File: src/rtl/rec_log_pkg.sv
// Shared types and header-layout helpers for the record log merger.
//   state_e       : serialiser state (header next / payload next)
//   HDR_SEQ_W     : width of the record sequence field in the header beat
//   hdr_busy_lsb  : bit offset of the busy field in the header beat
//   hdr_seq_lsb   : bit offset of the sequence field in the header beat
package rec_log_pkg;

    typedef enum logic {
        S_HDR = 1'b0,
        S_PKT = 1'b1
    } state_e;

    localparam int unsigned HDR_SEQ_W = 16;

    // The ispkt field sits at bit 0, so the busy field starts right after it.
    function automatic int unsigned hdr_busy_lsb(input int unsigned nch);
        return nch;
    endfunction

    // The sequence field occupies the top HDR_SEQ_W bits of the beat.
    function automatic int unsigned hdr_seq_lsb(input int unsigned out_w);
        return out_w - HDR_SEQ_W;
    endfunction

endpackage

File: src/rtl/lowest_set_idx.sv
// Combinational priority encoder: index of the lowest set bit of vec_i.
//   vec_i   : input vector (N bits)
//   idx_o   : index of the lowest set bit (0 when none set)
//   found_o : 1 when at least one bit of vec_i is set
module lowest_set_idx #(
    parameter  int unsigned N  = 4,
    localparam int unsigned IW = (N > 1) ? $clog2(N) : 1
) (
    input  logic [N-1:0]  vec_i,
    output logic [IW-1:0] idx_o,
    output logic          found_o
);

    // Scan from the top down so the last hit, i.e. the lowest set bit, wins.
    always_comb begin
        idx_o   = '0;
        found_o = 1'b0;
        for (int unsigned i = N; i > 0; i--) begin
            if (vec_i[i-1]) begin
                idx_o   = IW'(i - 1);
                found_o = 1'b1;
            end
        end
    end

endmodule

File: src/rtl/rec_log_merger.sv
// Pops all channel record FIFOs in lock-step and serialises each record into
// one header beat plus one payload beat per channel carrying a real packet,
// in ascending channel order.
//   clk, rst   : clock; asynchronous active-high reset
//   rec_valid  : per-channel FIFO data valid
//   rec_ready  : per-channel FIFO pop (all bits identical)
//   ispkt_in   : per-channel "real packet" flag
//   busy_in    : per-channel busy flag
//   din        : per-channel payloads, channel i at [i*CH_WIDTH +: CH_WIDTH]
//   out_valid, out_ready, out_data, out_last : registered log beat stream
//   rec_cnt    : completed record count (wraps)
//   desync_err : sticky, set when rec_valid bits disagree
//   CNT_RST    : reset value of rec_cnt (0 in normal use)
module rec_log_merger
    import rec_log_pkg::*;
#(
    parameter int unsigned NCH       = 4,
    parameter int unsigned CH_WIDTH  = 64,
    parameter int unsigned OUT_WIDTH = 128,
    parameter logic [31:0] CNT_RST   = '0
) (
    input  logic                    clk,
    input  logic                    rst,
    input  logic [NCH-1:0]          rec_valid,
    output logic [NCH-1:0]          rec_ready,
    input  logic [NCH-1:0]          ispkt_in,
    input  logic [NCH-1:0]          busy_in,
    input  logic [NCH*CH_WIDTH-1:0] din,
    output logic                    out_valid,
    input  logic                    out_ready,
    output logic [OUT_WIDTH-1:0]    out_data,
    output logic                    out_last,
    output logic [31:0]             rec_cnt,
    output logic                    desync_err
);

    localparam int unsigned IW = (NCH > 1) ? $clog2(NCH) : 1;

    state_e                 state_q, state_d;
    logic [NCH-1:0]         pend_q, pend_d;
    logic                   out_valid_q, out_valid_d;
    logic                   out_last_q, out_last_d;
    logic [OUT_WIDTH-1:0]   out_data_q, out_data_d;
    logic [31:0]            rec_cnt_q, rec_cnt_d;
    logic                   desync_q, desync_d;

    logic                   all_valid;
    logic                   load;
    logic                   rec_done;
    logic [IW-1:0]          idx;
    logic                   found;
    logic [NCH-1:0]         pend_clr;
    logic [OUT_WIDTH-1:0]   hdr;
    logic [OUT_WIDTH-1:0]   pay;

    lowest_set_idx #(.N(NCH)) u_lsi (
        .vec_i   (pend_q),
        .idx_o   (idx),
        .found_o (found)
    );

    assign all_valid = &rec_valid;
    assign load      = !out_valid_q || out_ready;
    assign pend_clr  = found ? (pend_q & ~(NCH'(1) << idx)) : '0;

    always_comb begin
        hdr = '0;
        hdr[NCH-1:0]                                 = ispkt_in;
        hdr[hdr_busy_lsb(NCH) +: NCH]                = busy_in;
        hdr[hdr_seq_lsb(OUT_WIDTH) +: HDR_SEQ_W]     = rec_cnt_q[HDR_SEQ_W-1:0];
        pay = '0;
        pay[CH_WIDTH-1:0] = din[32'(idx) * CH_WIDTH +: CH_WIDTH];
    end

    // FIFO outputs are used in place; the pop is issued only in the cycle the
    // record's final beat is loaded, so din/ispkt/busy stay valid until then.
    always_comb begin
        state_d     = state_q;
        pend_d      = pend_q;
        out_valid_d = out_valid_q;
        out_last_d  = out_last_q;
        out_data_d  = out_data_q;
        rec_done    = 1'b0;
        if (load) begin
            unique case (state_q)
                S_HDR: begin
                    if (all_valid) begin
                        out_valid_d = 1'b1;
                        out_data_d  = hdr;
                        pend_d      = ispkt_in;
                        if (ispkt_in == '0) begin
                            out_last_d = 1'b1;
                            rec_done   = 1'b1;
                        end else begin
                            out_last_d = 1'b0;
                            state_d    = S_PKT;
                        end
                    end else begin
                        out_valid_d = 1'b0;
                        out_last_d  = 1'b0;
                        out_data_d  = '0;
                    end
                end
                S_PKT: begin
                    out_valid_d = 1'b1;
                    out_data_d  = pay;
                    pend_d      = pend_clr;
                    if (pend_clr == '0) begin
                        out_last_d = 1'b1;
                        rec_done   = 1'b1;
                        state_d    = S_HDR;
                    end else begin
                        out_last_d = 1'b0;
                    end
                end
            endcase
        end
        rec_cnt_d = rec_cnt_q + 32'(rec_done);
        desync_d  = desync_q | ((|rec_valid) & ~all_valid);
    end

    always_ff @(posedge clk or posedge rst) begin
        if (rst) begin
            state_q     <= S_HDR;
            pend_q      <= '0;
            out_valid_q <= 1'b0;
            out_last_q  <= 1'b0;
            out_data_q  <= '0;
            rec_cnt_q   <= CNT_RST;
            desync_q    <= 1'b0;
        end else begin
            state_q     <= state_d;
            pend_q      <= pend_d;
            out_valid_q <= out_valid_d;
            out_last_q  <= out_last_d;
            out_data_q  <= out_data_d;
            rec_cnt_q   <= rec_cnt_d;
            desync_q    <= desync_d;
        end
    end

    // rec_done is combinational; mask it while reset is held so no pop leaks
    // out of a reset cycle.
    assign rec_ready  = {NCH{rec_done & ~rst}};
    assign out_valid  = out_valid_q;
    assign out_last   = out_last_q;
    assign out_data   = out_data_q;
    assign rec_cnt    = rec_cnt_q;
    assign desync_err = desync_q;

endmodule
File: config.mk
export PLATFORM = sky130hd
export DESIGN_NAME = rec_log_merger
export DESIGN_NICKNAME = d
export VERILOG_FILES = /design/src/rtl/rec_log_pkg.sv /design/src/rtl/lowest_set_idx.sv /design/src/rtl/rec_log_merger.sv
export SDC_FILE = /design/constraint.sdc
export NUM_CORES = 1
export LEC_CHECK = 0
export BUFFER_PORTS_ARGS = -buffer_cell sky130_fd_sc_hd__buf_2
export CAP_MARGIN = 15
export CORE_AREA = 2 2 172 174
export CTS_CLUSTER_DIAMETER = 60
export DETAILED_ROUTE_END_ITERATION = 8
export DIE_AREA = 0 0 174 176
export GPL_ROUTABILITY_DRIVEN = 0
export PLACE_DENSITY = 0.55
export SETUP_SLACK_MARGIN = 0.1
export SLEW_MARGIN = 20
export SYNTH_ARGS = -nofsm -noshare
export SYNTH_HDL_FRONTEND = slang
export SYNTH_SLANG_ARGS = --single-unit
File: constraint.sdc
create_clock -name clk -period 4 [get_ports clk]
set_clock_uncertainty 0.05 [all_clocks]
set_input_delay 0.6 -clock clk [delete_from_list [all_inputs] [get_ports clk]]
set_output_delay 0.6 -clock clk [all_outputs]
set_load 0.01 [all_outputs]
Word level (Yosys, flattened, before mapping) --
Cells that the tools add are included.
Word-level totals: flip-flop bits (word level) 168, latch bits 0, memory bits (writable) 0, bits in read-only memories 0, bits of input ports 271, output and inout bits 167, logic and storage cells 50, memories kept 0
Operators by class: $add $sub $neg 1, multipliers 0, div/mod/pow operators 0, $lt $le $gt $ge 0, eq/ne operators 1, shifts and indexed selects 2, multiplexer cells 24, bitwise logic cells 8, reductions and logical operators 7
Operators with widths (number):
- $pmux W128 S2 | 1
- $shiftx A256 B9 Y64 | 1
- $mux W128 | 1
- $add A32 B1 Y32 | 1
- $mux W1 | 12
- $logic_not A4 Y1 | 2
- $mux W2 | 4
- $mux W4 | 2
- $pmux W4 S2 | 1
- $pmux W1 S2 | 3
- $and A4 B4 Y4 | 1
- $not A4 Y4 | 1
- $reduce_and A4 Y1 | 1
- $reduce_or A4 Y1 | 1
- $shl A1 B2 Y4 const A | 1
- $not A1 Y1 | 3
- $and A1 B1 Y1 | 2
- $ne A2 B2 Y1 const B | 1
- $reduce_and A2 Y1 | 1
- $logic_not A1 Y1 | 1
- $logic_or A1 B1 Y1 | 1
- $or A1 B1 Y1 | 1

Depth between registers and ports, before layout --
Gate-level depths: netlist of run 1.
depth after elaboration 13, mapped depth 10

Modules after synthesis --
A second synthesis of run 1 with hierarchy kept.
Second synthesis, totals: cells, all modules 546, area, all modules 6830.3 sq um
Modules (own cells, without submodules):
- rec_log_merger | times used 1, cells an instance 539, area each 6795.3 sq um, seq. area each 3002.9 sq um
- lowest_set_idx | times used 1, cells an instance 7, area each 35.0 sq um, seq. area each 0.0 sq um

Worst setup path after synthesis of run 1 --
OpenSTA, ideal clock, no wires.
path type in2out, start in rst, end out rec_ready[1], arrival 3.713 ns, data required time 3.350 ns, setup slack -0.363 ns, stages on the path 3, buffers on the path 1, cell sequence inv_1 -> and2_1 -> buf_4
On the way: longest elaborated chain between the ends 2
Ends and longest elaborated chain:
- start, declared | line rec_log_merger.sv:23 | input logic rst,
- $not A1 Y1 | line rec_log_merger.sv:144 | assign rec_ready = {NCH{rec_done & ~rst}};
- $and A1 B1 Y1 | line rec_log_merger.sv:144
- end, declared | line rec_log_merger.sv:25 | output logic [NCH-1:0] rec_ready,
No other way between the ends.

Worst setup path in the final report of run 1 --
start reg pend_q[1], end reg rec_cnt_q[28] (netlist: rec_cnt[28])
On the way: longest elaborated chain between the ends 11
Ends and longest elaborated chain:
- start, declared | line rec_log_merger.sv:40 | logic [NCH-1:0] pend_q, pend_d;
- start signal, assigned | line rec_log_merger.sv:133 | pend_q <= pend_d;
- $mux W2 (2 in a row) | line lowest_set_idx.sv:19 | if (vec_i[i-1]) begin
- $shl A1 B2 Y4 | line rec_log_merger.sv:64 | assign pend_clr = found ? (pend_q & ~(NCH'(1) << idx)) : '0;
- $not A4 Y4 | line rec_log_merger.sv:64
- $and A4 B4 Y4 | line rec_log_merger.sv:64
- $mux W4 (*) | line rec_log_merger.sv:64
- $logic_not A4 Y1 (*) | line rec_log_merger.sv:108 | if (pend_clr == '0) begin
- $mux W1 (*) | line rec_log_merger.sv:108
- $pmux W1 S2 (*) | line rec_log_merger.sv:85 | unique case (state_q)
- $mux W1 (*) | line rec_log_merger.sv:84 | if (load) begin
- $add A32 B1 Y32 (*) | line rec_log_merger.sv:118 | rec_cnt_d = rec_cnt_q + 32'(rec_done);
- via rec_cnt_d[28] | line rec_log_merger.sv:44 | logic [31:0] rec_cnt_q, rec_cnt_d;
- end signal, assigned | line rec_log_merger.sv:137 | rec_cnt_q <= rec_cnt_d;
- end, declared | line rec_log_merger.sv:44
The timed path passes the listed nets; every way through them passes the cells marked *. A chain may end at the register's enable or synchronous reset.

==> results of run 1 <==
-- placed cells by master (no fill, tap or decap), drive strengths merged, types with 7 or more instances in the layout --
cell type and n:
nand2 75, dfrtp 120, o21ai 12, buf 398
xnor2 25, nand3 15, clkinv 8, clkbuf 19
a221oi 59, and3 11, nor2 16, a22o 16
conb 48, a22oi 7, a21oi 130, mux2 56
-- cell type report --
type | instances | area, sq um | share of cell area, %
multi-input cells | 522 | 3440 | 35.9
flip-flops and latches | 120 | 3000 | 31.4
repair buffers | 398 | 2050 | 21.4
well taps | 384 | 480 | 5.02
clock buffers | 19 | 433 | 4.52
clock inverters | 13 | 145 | 1.52
inverters | 2 | 11.3 | 0.118
diodes | 2 | 5.00 | 0.0523
-- power by group --
part / internal (mW) / switching (mW) / total [mW]
sequential: 1.36 / 0.154 / 1.52
clock: 0.924 / 0.603 / 1.53
combinational: 0.888 / 1.30 / 2.19
-- final timing paths --
path | end | slack (ps) | depth (start not counted)
max | rec_cnt[28]$_DFF_PP0_ | 930 | 9
min | out_data[112]$_DFFE_PP0P_ | 340 | 3
max reg2reg | rec_cnt[28]$_DFF_PP0_ | 930 | 9
min reg2reg | rec_cnt[31]$_DFF_PP0_ | 420 | 1
max in group asynchronous | out_data[59]$_DFFE_PP0P_ | 3050 | 3
min in group clk | out_data[5]$_DFFE_PP0P_ | 390 | 3
-- worst min-delay path, delay by kind of cell --
family | cells | cell delay, ps
buf+inv | 3 | 680
-- per-layer routing --
metal / wire (um) / track usage [%] / part of all wire (%) / vias to the layer above
li1: - / - / - / 3220
met1: 10700 / 20.1 / 43 / 3224
met2: 12400 / 27.4 / 49 / 275
met3: 1600 / 3.92 / 6.4 / 25
met4: 378 / 5.57 / 1.5 / 0
met5: 0 / 0 / 0 / -
-- registers in the layout, summed over array words and instances, names as in the netlist --
signal / cells
out_data: 80
rec_cnt: 32
pend_q: 4
out_last: 1
state_q: 1
desync_err: 1
out_valid: 1
-- synth_stat cells (all sizes together) --
cell,n,area (sq um)
maj3,1,11.3
o22ai,1,6.26
nand4,4,25.0
a222oi,5,50.1
or2,1,6.26
o21ai,12,60.1
o21bai,2,15.0
xor2,5,43.8
ha,2,25.0
a221oi,59,517
a22o,16,140
o221a,1,11.3
nand3,15,92.6
nand2,75,282
a31oi,3,18.8
buf,72,512
a21o,2,15.0
nor3,5,45.0
inv,2,7.51
dfrtp,120,3000
and3,11,68.8
clkbuf,35,133
mux2,56,631
and4,5,46.3
nand2b,2,20.0
nor4,5,67.6
xnor2,25,219
a21oi,130,651
and2,3,18.8
nor2b,4,25.0
conb,1,3.75
a22oi,7,52.6
nor3b,1,7.51
nor2,16,60.1
-- metrics by stage --
step                instance area [sq um]  setup slack [ps]  std cells  hold slack (ps)  util (%)
floorplan                            7070               367        751              457         -
global placement                     8990               969       1426              416      31.5
detailed placement                   8990               928       1426              414      31.5
CTS                                  9560               897       1458              368      33.5
global route                         9570               649       1460              382      33.5
finish                               9570               934       1460              337      33.5
-- cell families after synthesis --
kind of cell / count (synthesis) / share of synthesized area, %
AND/OR/NAND/NOR: 147 / 11.1
flip-flops: 120 / 43.6
other: 1 / 0.0544
XOR/XNOR: 30 / 3.81
buffers and inverters: 109 / 9.46
AO/OA/AOI/OAI: 238 / 22.3
adder cells (fa/ha/maj): 3 / 0.527
multiplexers: 56 / 9.15
==> reports/metrics.yaml, run 1 <==
cp_top_family: "adder cells"
drc: 0
ios: 438
max_slew.worst_pin.slew_ps: 955
clk_latency_ps: 420
die_h_um: 176
crit_path_top_delay_cell: "dfrtp_1"
root_buffer: "clkbuf_16"
cts_hold_buf: 0
crit_buf_inv: 0
setup_tns_ps: 0
nets: 1334
start_kind: "register"
fin_crit_sh_pct: 76.6
leakagePower_nw: 4.93
p_per_area_nw_per_um2: 547
drv_slew: 0
synthesis.area_sq_um: 6890
die_w_um: 174
ys_types: 46
grt-ovfl-total: 0
vias: 6744
grt_use_total_pct: 16.2
maxCapViolCount: 0
power_mw: 5.23
rows: 62
post_cts_resized: 0
hp-class: "input pin to async pin"
status: "completed"
period_needed_ps: 3070
via_per_inst: 4.62
ant_nets: 0
clock_path_buffers: 2
critPathKind: "register to register"
yosys_warnings: 0
end_kind: "register"
area_growth_syn_to_layout_pct: 38.9
first_global_vias: 6846
nFillCells: 3017
drive_gt1_share_pct: 43.2
r2r-start: "pend_q[1]$_DFFE_PP0P_"
start_util_pct: 24.1
numClockSinks: 120
grt_max_degree: 121
cp_cell_sequence: "maj3_2, o221a_2, nor4_4, ha_1, ha_1, nand2_1, nor4_2, nand2_1, xnor2_1"
hold_viol: 0
startpoint: "pend_q[1]$_DFFE_PP0P_"
slew_headroom_pct: 36.3
setup-violations-final: 0
syn_inst: 704
cts_buffers: 17
drt_iter0_markers: 299
cp_max_fo: 13
timing.critical_path.slowest_cell_delay_ps: 550
clkSlewWorstSetupHoldPaths_ps: 60
grt_first_pass_wirelength_um: 38900
grt_antenna_before_repair: 2
ys_seq_area_share_pct: 43.6
die_area_sq_um: 30600
postRouteWirelength_um: 25100
io_buffers: 389
cts_htree_levels: 4
avgSynthCellArea_sq_um: 9.79
post_cts_buffers: 0
wire_per_inst_um: 17.2
max_clock_freq_mhz: 326
hpwl_um: 18800
ir_worst_vdd_mv: 0.255
design.core.area_sq_um: 28500
rsz0062_at_grt: "no"
cts_tree: "done"
firstDrtPassIters: 6
cp.arrival_ps: 3310
ys_ff_latch: 120
critPathRequiredTime_ps: 4250
Power figures use the tool's default switching activity.
==> run 2, diff against run 1 <==
clock period = 2.6 ns   (was 4 ns; I/O delays follow)
==> run 2 against run 1 <==
Compared with the run above:
- count of clock-buffer cells in the layout up 2
- setup slack worse by 810 ps
- routed wire length is 2.8% higher
- via count up 0.85%
- die area unchanged
- critical endpoint is now rec_cnt[20]$_DFF_PP0_
- largest cell class unchanged
==> reports/metrics.yaml, run 2 (synthesized netlist as in run 1, its figures left out) <==
status: "completed"
rsz0062_at_grt: "yes"
post-route-cell-area_sq_um: 9960  # +4.1%
hpwl_um: 19300  # +2.7%
multi_input_area_sq_um: 3540  # +2.9%
p_int_mw: 5.33  # +68%
grtUsageMet3_pct: 3.73  # -0.19 points
clock_path_buffers: 2  # unchanged
clk_latency_ps: 400  # -20 ps
ios: 438  # unchanged
grt.met1_usage_pct: 21.3  # +1.1 points
grt-busiest-layer: "met2"
cts_htree_levels: 4  # unchanged
die_w_um: 174  # unchanged
dp_cells: 1443  # +1.2%
critPathRequiredTime_ps: 2840  # -1410 ps
setup-violations-final: 0  # unchanged
seq_power_share_pct: 26.4  # -2.6 points
cp.arrival_ps: 2720  # -590 ps
maxCapViolCount: 0  # unchanged
die_h_um: 176  # unchanged
final_cell_count_no_fill: 1482  # +1.5%
io_buffers: 389  # unchanged
end_kind: "register"
cts_buffers: 17  # unchanged
wire_per_inst_um: 17.4  # +1.3%
cts_tree: "done"
whs_ps: 153  # -184 ps
pwr-share-clk_pct: 30.7  # +1.5 points
vias: 6801  # +0.85%
nFillCells: 2972  # -1.5%
via_per_inst: 4.59  # -0.65%
grt_antenna_before_repair: 1  # -1
leakagePower_nw: 5.15  # +4.5%
area_growth_syn_to_layout_pct: 44.6
numClockSinks: 120  # unchanged
grt_first_pass_wirelength_um: 39100  # +0.37%
first_global_vias: 6840  # -0.088%
layout_commonest_cell: "buf_2"
seqCellArea_sq_um: 3000  # unchanged
rows: 62  # unchanged
ir_worst_vdd_mv: 0.496  # +94%
power_frac_comb_pct: 42.9  # +1.1 points
final_cell_mix: "buf_2 (385), a21oi_1 (130), dfrtp_1 (120)"
p_sw_share_pct: 37.6  # -1.7 points
drive_gt1_share_pct: 45.2  # +2.0 points
hp-class: "input pin to async pin"
nets: 1358  # +1.8%
grt-ovfl-total: 0  # unchanged
drc: 0  # unchanged
firstDrtPassIters: 7  # +1
drv_slew: 0  # unchanged
grt_use_met2_pct: 27.5  # about the same
critPathKind: "register to register"
ant_nets: 0  # unchanged
p_per_area_nw_per_um2: 857  # +57%
grt_max_degree: 152  # +26%
start_kind: "register"
period_needed_ps: 2470  # -591 ps
clkSlewWorstSetupHoldPaths_ps: 60  # about the same
max_clock_freq_mhz: 404  # +24%
root_buffer: "clkbuf_16"
hold_viol: 0  # unchanged
max_slew.worst_pin.slew_ps: 813  # -141 ps
largest_reg_flops: 80  # unchanged
fin_crit_sh_pct: 95.2  # +19 points
cp_max_fo: 4  # -9
drt_iter0_markers: 272  # -9.0%
grt_use_total_pct: 16.3  # +0.13 points
start_util_pct: 24.1  # unchanged
place_area_sq_um: 9160  # +2.0%
die_area_sq_um: 30600  # unchanged
design.core.area_sq_um: 28500  # unchanged
p_switching_mw: 3.21  # +56%
postRouteWirelength_um: 25800  # +2.8%
slew_headroom_pct: 45.8  # +9.4 points
==> run 2: per-stage QoR <==
step           util, %  total power, mW  setup TNS (ps)  setup WS, ps
2_1_floorplan        -             4.74           -2270          -613
3_3_place_gp      32.1             5.97               0          16.6
3_5_place_dp      32.1             5.97           -18.5         -10.8
4_1_cts           34.7             8.69               0          12.1
5_1_grt           34.9             9.13               0         0.224
6_report          34.9             8.53               0           125
==> run 2: routing by layer <==
metal | share of wire, % | vias to the layer above
met3 | 6.2 | 16
li1 | - | 3276
met4 | 1.1 | 0
met2 | 49 | 262
met1 | 44 | 3247
met5 | 0 | -
==> run 2: worst max-delay path: stages, from the launching register on <==
cell and delay (ps):
dfrtp_1 410, maj3_2 320, o221a_4 280, nor4_4 170, buf_4 170, ha_4 150, buf_6 100, ha_4 150
nand2_8 70, nor3_4 200, nand4_1 150, xnor2_1 140
==> run 2: power groups by stage <==
| stage | Clock, mW | Sequential (mW) | Combinational, mW |
|---|---|---|---|
| floorplan | 0 | 2.36 | 2.38 |
| global placement | 0 | 2.27 | 3.70 |
| detailed placement | 0 | 2.28 | 3.69 |
| CTS | 2.71 | 2.25 | 3.73 |
| global route | 2.79 | 2.29 | 4.05 |
| finish | 2.62 | 2.25 | 3.66 |
==> run 2: worst paths after layout <==
kind	from	endpoint	slack (ps)	depth (start not counted)
max reg2reg	pend_q[2]$_DFFE_PP0P_	rec_cnt[20]$_DFF_PP0_	130	11
max in group asynchronous	rst	out_data[12]$_DFFE_PP0P_	1830	3
min	rst	rec_cnt[17]$_DFF_PP0_	150	3
min in group clk	din[197]	out_data[5]$_DFFE_PP0P_	180	3
min reg2reg	desync_err$_DFF_PP0_	desync_err$_DFF_PP0_	420	1
max	pend_q[2]$_DFFE_PP0P_	rec_cnt[20]$_DFF_PP0_	130	11
==> run 2: repair_timing <==
| item | 4_1_cts | 5_1_grt |
|---|---|---|
| setup buffers | 3 | 4 |
| hold buffers | 0 | 0 |
| gates resized for setup | 9 | 6 |
| pin swaps | 8 | 10 |
| setup endpoints to repair | 19 | 24 |
==> run 2: layout make-up <==
class / count / area share, %
Clock inverter: 10 / 1.68
Tap cell: 384 / 4.82
Sequential cell: 120 / 30.2
Antenna cell: 1 / 0.0251
Inverter: 2 / 0.113
Timing Repair Buffer: 422 / 22.8
Clock buffer: 21 / 4.82
Multi-Input combinational cell: 522 / 35.5
==> run 3, diff against run 2 <==
CORE_AREA = 4 4 169 171   (was 2 2 172 174)
CTS_CLUSTER_SIZE = 20   (was unset)
DIE_AREA = 0 0 173 175   (was 0 0 174 176)
PLACE_DENSITY = 0.58   (was 0.55)
==> run 3 against run 2 <==
Compared with the run above:
- sequential cell count stayed put
- routed wire length is 2.5% lower
- critical path depth is 6 lower
- worst hold slack worse by 23 ps
- largest cell class unchanged
- highest routed layer is now met5
==> reports/metrics.yaml, run 3 (synthesized netlist as in run 1, its figures left out) <==
power_mw: 8.16  # -4.4%
period_needed_ps: 2430  # -44.9 ps
setup-violations-final: 0  # unchanged
hp-class: "input pin to async pin"
drt_iter0_markers: 282  # +3.7%
design.core.area_sq_um: 26900  # -5.9%
seq_power_share_pct: 27.6  # +1.2 points
drc: 0  # unchanged
die_area_sq_um: 30300  # -1.1%
finalCoreUtilization_pct: 36.1  # +1.2 points
wire_per_inst_um: 17.6  # +1.2%
setup_tns_ps: 0  # unchanged
max_clock_freq_mhz: 412  # +1.8%
power_frac_comb_pct: 44.0  # +1.1 points
rows: 60  # -3.2%
ir_worst_vdd_mv: 0.384  # -23%
cp_max_fo: 4  # unchanged
drv_slew: 0  # unchanged
drive_gt1_share_pct: 44.5  # -0.69 points
grt_max_degree: 127  # -16%
grt-ovfl-total: 0  # unchanged
cts_htree_levels: 4  # unchanged
critPathKind: "register to output port"
diodes: 0  # -1
grt_first_pass_wirelength_um: 38400  # -1.8%
grt_antenna_before_repair: 1  # unchanged
cts_buffers: 17  # unchanged
p_int_mw: 5.00  # -6.1%
route.met2.wl_um: 12400  # -2.1%
highest_layer: "met5"
status: "completed"
end_kind: "output port"
nets: 1347  # -0.81%
firstDrtPassIters: 5  # -2
pwr-share-clk_pct: 28.4  # -2.3 points
numClockSinks: 120  # unchanged
crit_path_top_delay_cell: "dfrtp_1"
clock_path_buffers: 2  # unchanged
leakagePower_nw: 5.04  # -2.2%
largest_reg_flops: 80  # unchanged
die_h_um: 175  # -0.57%
start_util_pct: 25.6  # +1.5 points
clk_latency_ps: 410  # about the same
slew_headroom_pct: 26.9  # -19 points
area_growth_syn_to_layout_pct: 40.9
cts_tree: "done"
max_slew.worst_pin.slew_ps: 1090  # +277 ps
cp.arrival_ps: 1990  # -730 ps
final_cell_mix: "buf_2 (389), a21oi_1 (130), dfrtp_1 (120)"
io_buffers: 389  # unchanged
fin_crit_sh_pct: 93.5  # -1.7 points
setup_slack_ps: 170  # +44.9 ps
cp_cell_sequence: "maj3_2, o221a_4, nor4_4, and2_4, buf_2"
p_sw_share_pct: 38.7  # +1.1 points
p_switching_mw: 3.16  # -1.5%
ant_nets: 0  # unchanged
hold_viol: 0  # unchanged
r2r_cells: 9  # -2
whs_ps: 130  # -22.7 ps
via_per_inst: 4.71  # +2.7%
pre_cts_ws_ps: -8.59  # +2.23 ps
root_buffer: "clkbuf_16"
layout_commonest_cell: "buf_2"
timing.critical_path.slowest_cell_delay_ps: 400  # about the same
met1Wirelength_um: 10700  # -4.9%
vias: 6729  # -1.1%
postRouteWirelength_um: 25200  # -2.5%
ios: 438  # unchanged
critPathRequiredTime_ps: 2160  # -680 ps
rsz0062_at_grt: "yes"
route.met3.wl_um: 1550  # -2.6%
grt_use_total_pct: 15.8  # -0.49 points
start_kind: "register"
first_global_vias: 6825  # -0.22%
die_w_um: 173  # -0.57%
p_per_area_nw_per_um2: 840  # -1.9%
clkSlewWorstSetupHoldPaths_ps: 60  # about the same
maxCapViolCount: 0  # unchanged
hpwl_um: 19000  # -1.4%
-- run 3: worst paths after layout --
path | to | slack (ps) | start
worst min-delay path | out_data[114]$_DFFE_PP0P_ | 130 | rst
worst min register to register | out_last$_DFFE_PP0P_ | 420 | out_last$_DFFE_PP0P_
min in group clk | out_data[5]$_DFFE_PP0P_ | 190 | din[197]
worst max register to register | rec_cnt[20]$_DFF_PP0_ | 210 | pend_q[2]$_DFFE_PP0P_
max in group asynchronous | out_data[9]$_DFFE_PP0P_ | 1880 | rst
worst max-delay path | rec_ready[3] | 170 | pend_q[2]$_DFFE_PP0P_
-- run 3: per-layer routing --
| metal | up-vias | GRT usage, % |
|---|---|---|
| met4 | 2 | 5.02 |
| met3 | 25 | 3.98 |
| met2 | 256 | 26.8 |
| met1 | 3201 | 19.9 |
| met5 | - | 0 |
| li1 | 3245 | - |
-- run 3: final cells by class --
class | count | area (sq um)
clock inverters | 12 | 115
repair buffers | 411 | 2190
flip-flops and latches | 120 | 3000
inverters | 2 | 11.3
fillers | 2774 | 17200
multi-input cells | 522 | 3500
clock buffers | 20 | 467
well taps | 341 | 427
-- run 3: timing repair --
action / 4_1_cts / 5_1_grt
buffers inserted: 2 / 0
pin swaps: 3 / 0
hold buffers: 0 / 0
setup endpoints to repair: 18 / 5
gates resized for setup: 3 / 0
-- run 3: stage by stage --
step,instance area (sq um),instances
global route,9710,1428
CTS,9710,1428
global placement,9090,1394
finish,9710,1428
detailed placement,9090,1394
floorplan,7110,751
-- run 3: critical path, delay by kind of cell (launching register included) --
family / cells / cell delay, ps
AOI/OAI and AO/OA: 1 / 280
adders and majority gates: 1 / 320
buffers and inverters: 1 / 130
DFF: 1 / 400
and+or+nand+nor: 2 / 460
-- run 3: power groups by stage --
stage	clock (mW)	sequential (mW)	combinational, mW
after floorplan	0	2.36	2.38
after global placement	0	2.27	3.64
after detailed placement	0	2.28	3.64
after CTS	2.41	2.26	3.68
after global routing	2.50	2.28	3.97
final	2.32	2.25	3.59
